--- src/rtl/uart_tx_frame.sv ---
// UART frame serialiser: start bit, DATA_W data bits LSB first, optional parity, stop bit.
// A one-entry holding buffer lets the next byte start straight out of the stop bit.
//
// state  | meaning
// IDLE   | line high, waiting for the holding buffer to fill
// START  | start bit (0) for P cycles
// DATA   | data bits, shift[0] on the line, P cycles each
// PARITY | parity bit latched at frame start, P cycles
// STOP   | stop bit (1); last cycle pulses frame_done and may chain into START
module uart_tx_frame #(
  parameter int DATA_W = 8
) (
  input  logic              clk,
  input  logic              rst,
  input  logic [DATA_W-1:0] in_data,
  input  logic              in_valid,
  output logic              in_ready,
  input  logic              par_enable,
  input  logic              par_type,
  input  logic [7:0]        prescale,
  output logic              tx_out,
  output logic              busy,
  output logic              frame_done
);

  localparam int BW = (DATA_W > 1) ? $clog2(DATA_W) : 1;

  typedef enum logic [2:0] {IDLE, START, DATA, PARITY, STOP} state_t;

  state_t            state, state_next;
  logic              buf_full, buf_full_next;
  logic [DATA_W-1:0] buf_data;
  logic [DATA_W-1:0] shift, shift_next;
  logic [7:0]        edge_cnt, edge_next;
  logic [7:0]        p_lat, p_next;
  logic [BW-1:0]     bit_cnt, bit_next;
  logic              par_en_lat, par_en_next;
  logic              par_bit, par_bit_next;
  logic              tx_next, last, load, accept;

  assign accept     = in_valid & in_ready;
  assign last       = (edge_cnt == p_lat - 8'd1);
  assign busy       = (state != IDLE);
  assign frame_done = (state == STOP) && last;

  always_comb begin
    state_next    = state;
    edge_next     = edge_cnt;
    bit_next      = bit_cnt;
    shift_next    = shift;
    p_next        = p_lat;
    par_en_next   = par_en_lat;
    par_bit_next  = par_bit;
    load          = 1'b0;
    buf_full_next = buf_full;
    tx_next       = 1'b1;

    unique case (state)
      IDLE: begin
        edge_next = '0;
        bit_next  = '0;
        if (buf_full) begin
          state_next = START;
          load       = 1'b1;
        end
      end
      START: begin
        if (last) begin
          edge_next  = '0;
          state_next = DATA;
        end else begin
          edge_next = edge_cnt + 8'd1;
        end
      end
      DATA: begin
        if (last) begin
          edge_next  = '0;
          shift_next = shift >> 1;
          if (bit_cnt == BW'(DATA_W - 1)) begin
            bit_next   = '0;
            state_next = par_en_lat ? PARITY : STOP;
          end else begin
            bit_next = bit_cnt + BW'(1);
          end
        end else begin
          edge_next = edge_cnt + 8'd1;
        end
      end
      PARITY: begin
        if (last) begin
          edge_next  = '0;
          state_next = STOP;
        end else begin
          edge_next = edge_cnt + 8'd1;
        end
      end
      STOP: begin
        if (last) begin
          edge_next = '0;
          if (buf_full) begin
            state_next = START;
            load       = 1'b1;
          end else begin
            state_next = IDLE;
          end
        end else begin
          edge_next = edge_cnt + 8'd1;
        end
      end
      default: state_next = IDLE;
    endcase

    // Frame settings are captured only here, so mid-frame input changes wait for the next frame.
    if (load) begin
      shift_next    = buf_data;
      p_next        = (prescale == 8'd0) ? 8'd1 : prescale;
      par_en_next   = par_enable;
      par_bit_next  = (^buf_data) ^ par_type;
      buf_full_next = 1'b0;
    end else if (accept) begin
      buf_full_next = 1'b1;
    end

    unique case (state_next)
      START:   tx_next = 1'b0;
      DATA:    tx_next = shift_next[0];
      PARITY:  tx_next = par_bit_next;
      default: tx_next = 1'b1;
    endcase
  end

  always_ff @(posedge clk or negedge rst) begin
    if (!rst) begin
      state      <= IDLE;
      edge_cnt   <= '0;
      bit_cnt    <= '0;
      shift      <= '0;
      p_lat      <= 8'd1;
      par_en_lat <= 1'b0;
      par_bit    <= 1'b0;
      buf_full   <= 1'b0;
      buf_data   <= '0;
      in_ready   <= 1'b1;
      tx_out     <= 1'b1;
    end else begin
      state      <= state_next;
      edge_cnt   <= edge_next;
      bit_cnt    <= bit_next;
      shift      <= shift_next;
      p_lat      <= p_next;
      par_en_lat <= par_en_next;
      par_bit    <= par_bit_next;
      buf_full   <= buf_full_next;
      in_ready   <= ~buf_full_next;
      tx_out     <= tx_next;
      if (accept) buf_data <= in_data;
    end
  end

endmodule

--- config.mk ---
export PLATFORM = sky130hd
export DESIGN_NAME = uart_tx_frame
export DESIGN_NICKNAME = d
export VERILOG_FILES = /design/src/rtl/uart_tx_frame.sv
export SDC_FILE = /design/constraint.sdc
export NUM_CORES = 1
export LEC_CHECK = 0
export BUFFER_PORTS_ARGS = -buffer_cell sky130_fd_sc_hd__buf_2
export CORE_UTILIZATION = 62
export CTS_CLUSTER_DIAMETER = 120
export DETAILED_ROUTE_END_ITERATION = 8
export PLACE_DENSITY = 0.84
export SETUP_SLACK_MARGIN = 0.02
export SYNTH_ARGS = -nofsm -noshare
export SYNTH_HDL_FRONTEND = slang
export SYNTH_SLANG_ARGS = --single-unit
export TNS_END_PERCENT = 100
--- constraint.sdc ---
create_clock -name clk -period 8.7 [get_ports clk]
set_input_delay 0.435 -clock clk [delete_from_list [all_inputs] [get_ports clk]]
set_output_delay 0.435 -clock clk [all_outputs]
set_load 0.1 [all_outputs]
==> flow_summary.json <==
{
  "status": "finished clean",
  "async_flop_share_pct": 100.0,
  "synth_fp_nets": 249,
  "dp_hpwl_mm": 3.217,
  "cts-resized-gates": 0,
  "r2r_end": "shift[3]$_DFFE_PN0P_",
  "worstHoldPathType": "in -> async",
  "cap_violations": 0,
  "cp.arrival_ns": 3.75,
  "cellPowerDensity_mw_per_mm2": 357.2,
  "die_w_um": 63.10,
  "h-tree-depth": 2,
  "critPathKind": "reg -> reg",
  "grt_pass1_wl_mm": 8.093,
  "reg2reg_depth": 9,
  "drive_gt1_share_pct": 20.08,
  "path_cells": "inv_1 -> ha_1 -> nor2b_1 -> or3_1 -> a31o_2 -> a211o_1 -> a21oi_2 -> nor2_2 -> a21o_1",
  "drt-pass1-iter-count": 4,
  "ys_warn_count": 0,
  "relSlewSlack_pct": 33.01,
  "nFillCells": 270,
  "num_vias": 1794,
  "worstSkewPairLatency_ns": 0.30,
  "crit_slowest_cell": "a21oi_2",
  "cts_buffers": 5,
  "ys_seq_elements": 43,
  "netlist_instances": 224,
  "endpoint_kind": "register",
  "setup_tns_ns": 0,
  "grt_start_max_net_pins": 44,
  "viasPerCell": 6.081,
  "synth_top_area_share_pct": 43.24,
  "ctsHoldBuffers": 0,
  "finalCritPeriodShare_pct": 40.89,
  "drc": 0,
  "drtAntennaViolNets": 0,
  "ys_types": 49,
  "drv_slew": 0,
  "tightest_slew_ns": 1.005,
  "hold_viol_final": 0,
  "rows": 21,
  "cts.path.max_buffers": 2,
  "avgSynthCellArea_um2": 10.33,
  "rsz0062_at_grt": "false",
  "core-area_mm2": 0.003468,
  "irDropWorstVdd_mv": 0.2432,
  "crit_path_max_incr_delay_ns": 0.83,
  "ioPinCount": 25,
  "skew_ns": 0.006145,
  "n_antenna_cell": 0,
  "die_h_um": 63.10,
  "grt_pass1_vias": 1789,
  "antenna_found_initial": 0,
  "overflow": 0,
  "period_minus_slack_ns": 3.557,
  "drt-initial-drc-count": 90,
  "critPathMaxFanout": 22,
  "synth-seq-area-share_pct": 46.65,
  "synth_edf_count": 0,
  "fin_util_pct": 74.39,
  "synthFlopType": "dfrtp_1",
  "postCtsSetupBuffers": 0,
  "synth_area_mm2": 0.002315,
  "timing.reg2reg.setup_slack_ns": 5.14,
  "io_buffers": 24,
  "gp_congestion": 0.8455,
  "wl_mm": 4.790,
  "area_delta_synth_final_pct": 11.46,
  "clock-sinks": 43,
  "yosysTopAreaCell": "dfrtp_1",
  "rr_startpoint": "p_lat[0]$_DFFE_PN1P_",
  "post_drt_wl_per_cell_um": 16.24,
  "p_leak_uw": 0.001173,
  "grt_usage_pct": 26.51,
  "fin_nets": 273,
  "tritoncts": "built",
  "critPathLaunchType": "register",
  "synthTopCellsByArea": "dfrtp_1 (43%), xnor2_1 (4.2%), mux2_2 (3.9%)",
  "start_util_pct": 66.74,
  "max_freq_mhz": 281.1,
  "cp.required_ns": 8.90,
  "setup_viol": 0,
  "die_area_mm2": 0.003982,
  "clockRootBuffer": "clkbuf_8",
  "cts.clk_slew.worst_paths_ns": 0.08
}
[layout by cell type (no fill, tap or decap), types with 2 or more instances in the layout]
master / Yosys / routed
buf_2: 3 / 24
a21o_1: 7 / 7
nand2_1: 22 / 22
nand4_1: 2 / 2
mux2_1: 6 / 6
o21bai_1: 2 / 2
o31ai_1: 5 / 5
xor2_1: 7 / 7
nand3_1: 4 / 4
a211o_1: 2 / 2
o21a_1: 2 / 2
nand2b_1: 5 / 5
nor3_1: 5 / 5
mux2_2: 8 / 8
dfstp_2: 3 / 3
a22o_1: 10 / 10
xnor2_1: 11 / 11
o21ai_1: 6 / 6
ha_1: 4 / 4
dfrtp_1: 40 / 40
clkbuf_8: 0 / 6
or3_1: 2 / 2
a21oi_1: 7 / 7
inv_1: 10 / 10
nor2_1: 7 / 7
and3_1: 3 / 3
a211oi_1: 3 / 3
nor2b_1: 2 / 2
o21ai_0: 13 / 13
[area by class of cell]
class | instances | area, um2 | area share, %
multi-input combinational | 164 | 1164 | 45.10
sequential | 43 | 1080 | 41.85
timing repair buffer | 24 | 120.1 | 4.656
clock buffer | 6 | 82.58 | 3.201
tap | 46 | 57.56 | 2.231
clock inverter | 2 | 38.79 | 1.503
inverter | 10 | 37.54 | 1.455
[critical path, delay by kind of cell (launching register included)]
kind / cells / cell delay, ns
buffers and inverters: 1 / 0.08
DFF: 1 / 0.59
and+or+nand+nor: 3 / 0.71
adders and majority gates: 1 / 0.29
AOI/OAI and AO/OA: 4 / 1.78
[flip-flops by register name, summed over array words and instances, names as in the netlist, 3 cells and up]
name,flops
shift,8
buf_data,8
edge_cnt,8
p_lat,8
bit_cnt,3
state,3
[cell families after synthesis]
family / Yosys count / synth area share, %
AO/OA/AOI/OAI: 66 / 19.73
AND/OR/NAND/NOR: 61 / 14.33
flip-flops: 43 / 46.65
XOR/XNOR: 18 / 6.811
buffers and inverters: 17 / 3.081
multiplexers: 15 / 7.243
adder cells (fa/ha/maj): 4 / 2.162
[cells in the mapped netlist (4+ instances only)]
cell type / instances
a21oi_1: 7
o31ai_1: 5
inv_1: 10
mux2_1: 6
dfrtp_1: 40
ha_1: 4
xor2_1: 7
nor3_1: 5
a21o_1: 7
o21ai_0: 13
nand3_1: 4
nand2_1: 22
mux2_2: 8
xnor2_1: 11
nor2_1: 7
a22o_1: 10
o21ai_1: 6
nand2b_1: 5
[report_power, final]
part / total (uW) / switching [uW] / internal [uW]
sequential: 383 / 98.2 / 285
combinational: 373 / 202 / 171
clock: 166 / 71.1 / 94.4
[per-layer routing]
layer	vias to the layer above	share of wire (%)	track usage [%]
met5	-	0	0
met1	878	45	34.58
li1	857	-	-
met3	12	3.5	5.072
met4	0	2.2	13.08
met2	47	49	42.20
[worst max-delay path by stage]
| stage | startpoint | to | slack [ns] | cells after the start |
|---|---|---|---|---|
| global placement | p_lat[0]$_DFFE_PN1P_ | shift[2]$_DFFE_PN0P_ | 5.29 | 9 |
| floorplan | p_lat[0]$_DFFE_PN1P_ | frame_done | 4.87 | 9 |
| finish | p_lat[0]$_DFFE_PN1P_ | shift[3]$_DFFE_PN0P_ | 5.14 | 9 |
| detailed placement | p_lat[0]$_DFFE_PN1P_ | shift[3]$_DFFE_PN0P_ | 5.19 | 9 |
| global route | p_lat[0]$_DFFE_PN1P_ | shift[3]$_DFFE_PN0P_ | 4.92 | 9 |
| CTS | p_lat[0]$_DFFE_PN1P_ | shift[3]$_DFFE_PN0P_ | 5.12 | 9 |
[stage by stage]
step	total power (uW)	cell area, um2	std cells	setup WS (ns)	hold slack [ns]
after floorplan	666.8	2315	224	4.865	0.1394
after global placement	730.3	2459	287	5.290	0.4626
after detailed placement	747.9	2459	287	5.194	0.4741
after CTS	919.8	2580	295	5.119	0.2998
after global routing	981.3	2580	295	4.924	0.3489
final	921.5	2580	295	5.143	0.2712
Note: power is estimated with default switching activity, not from simulation.
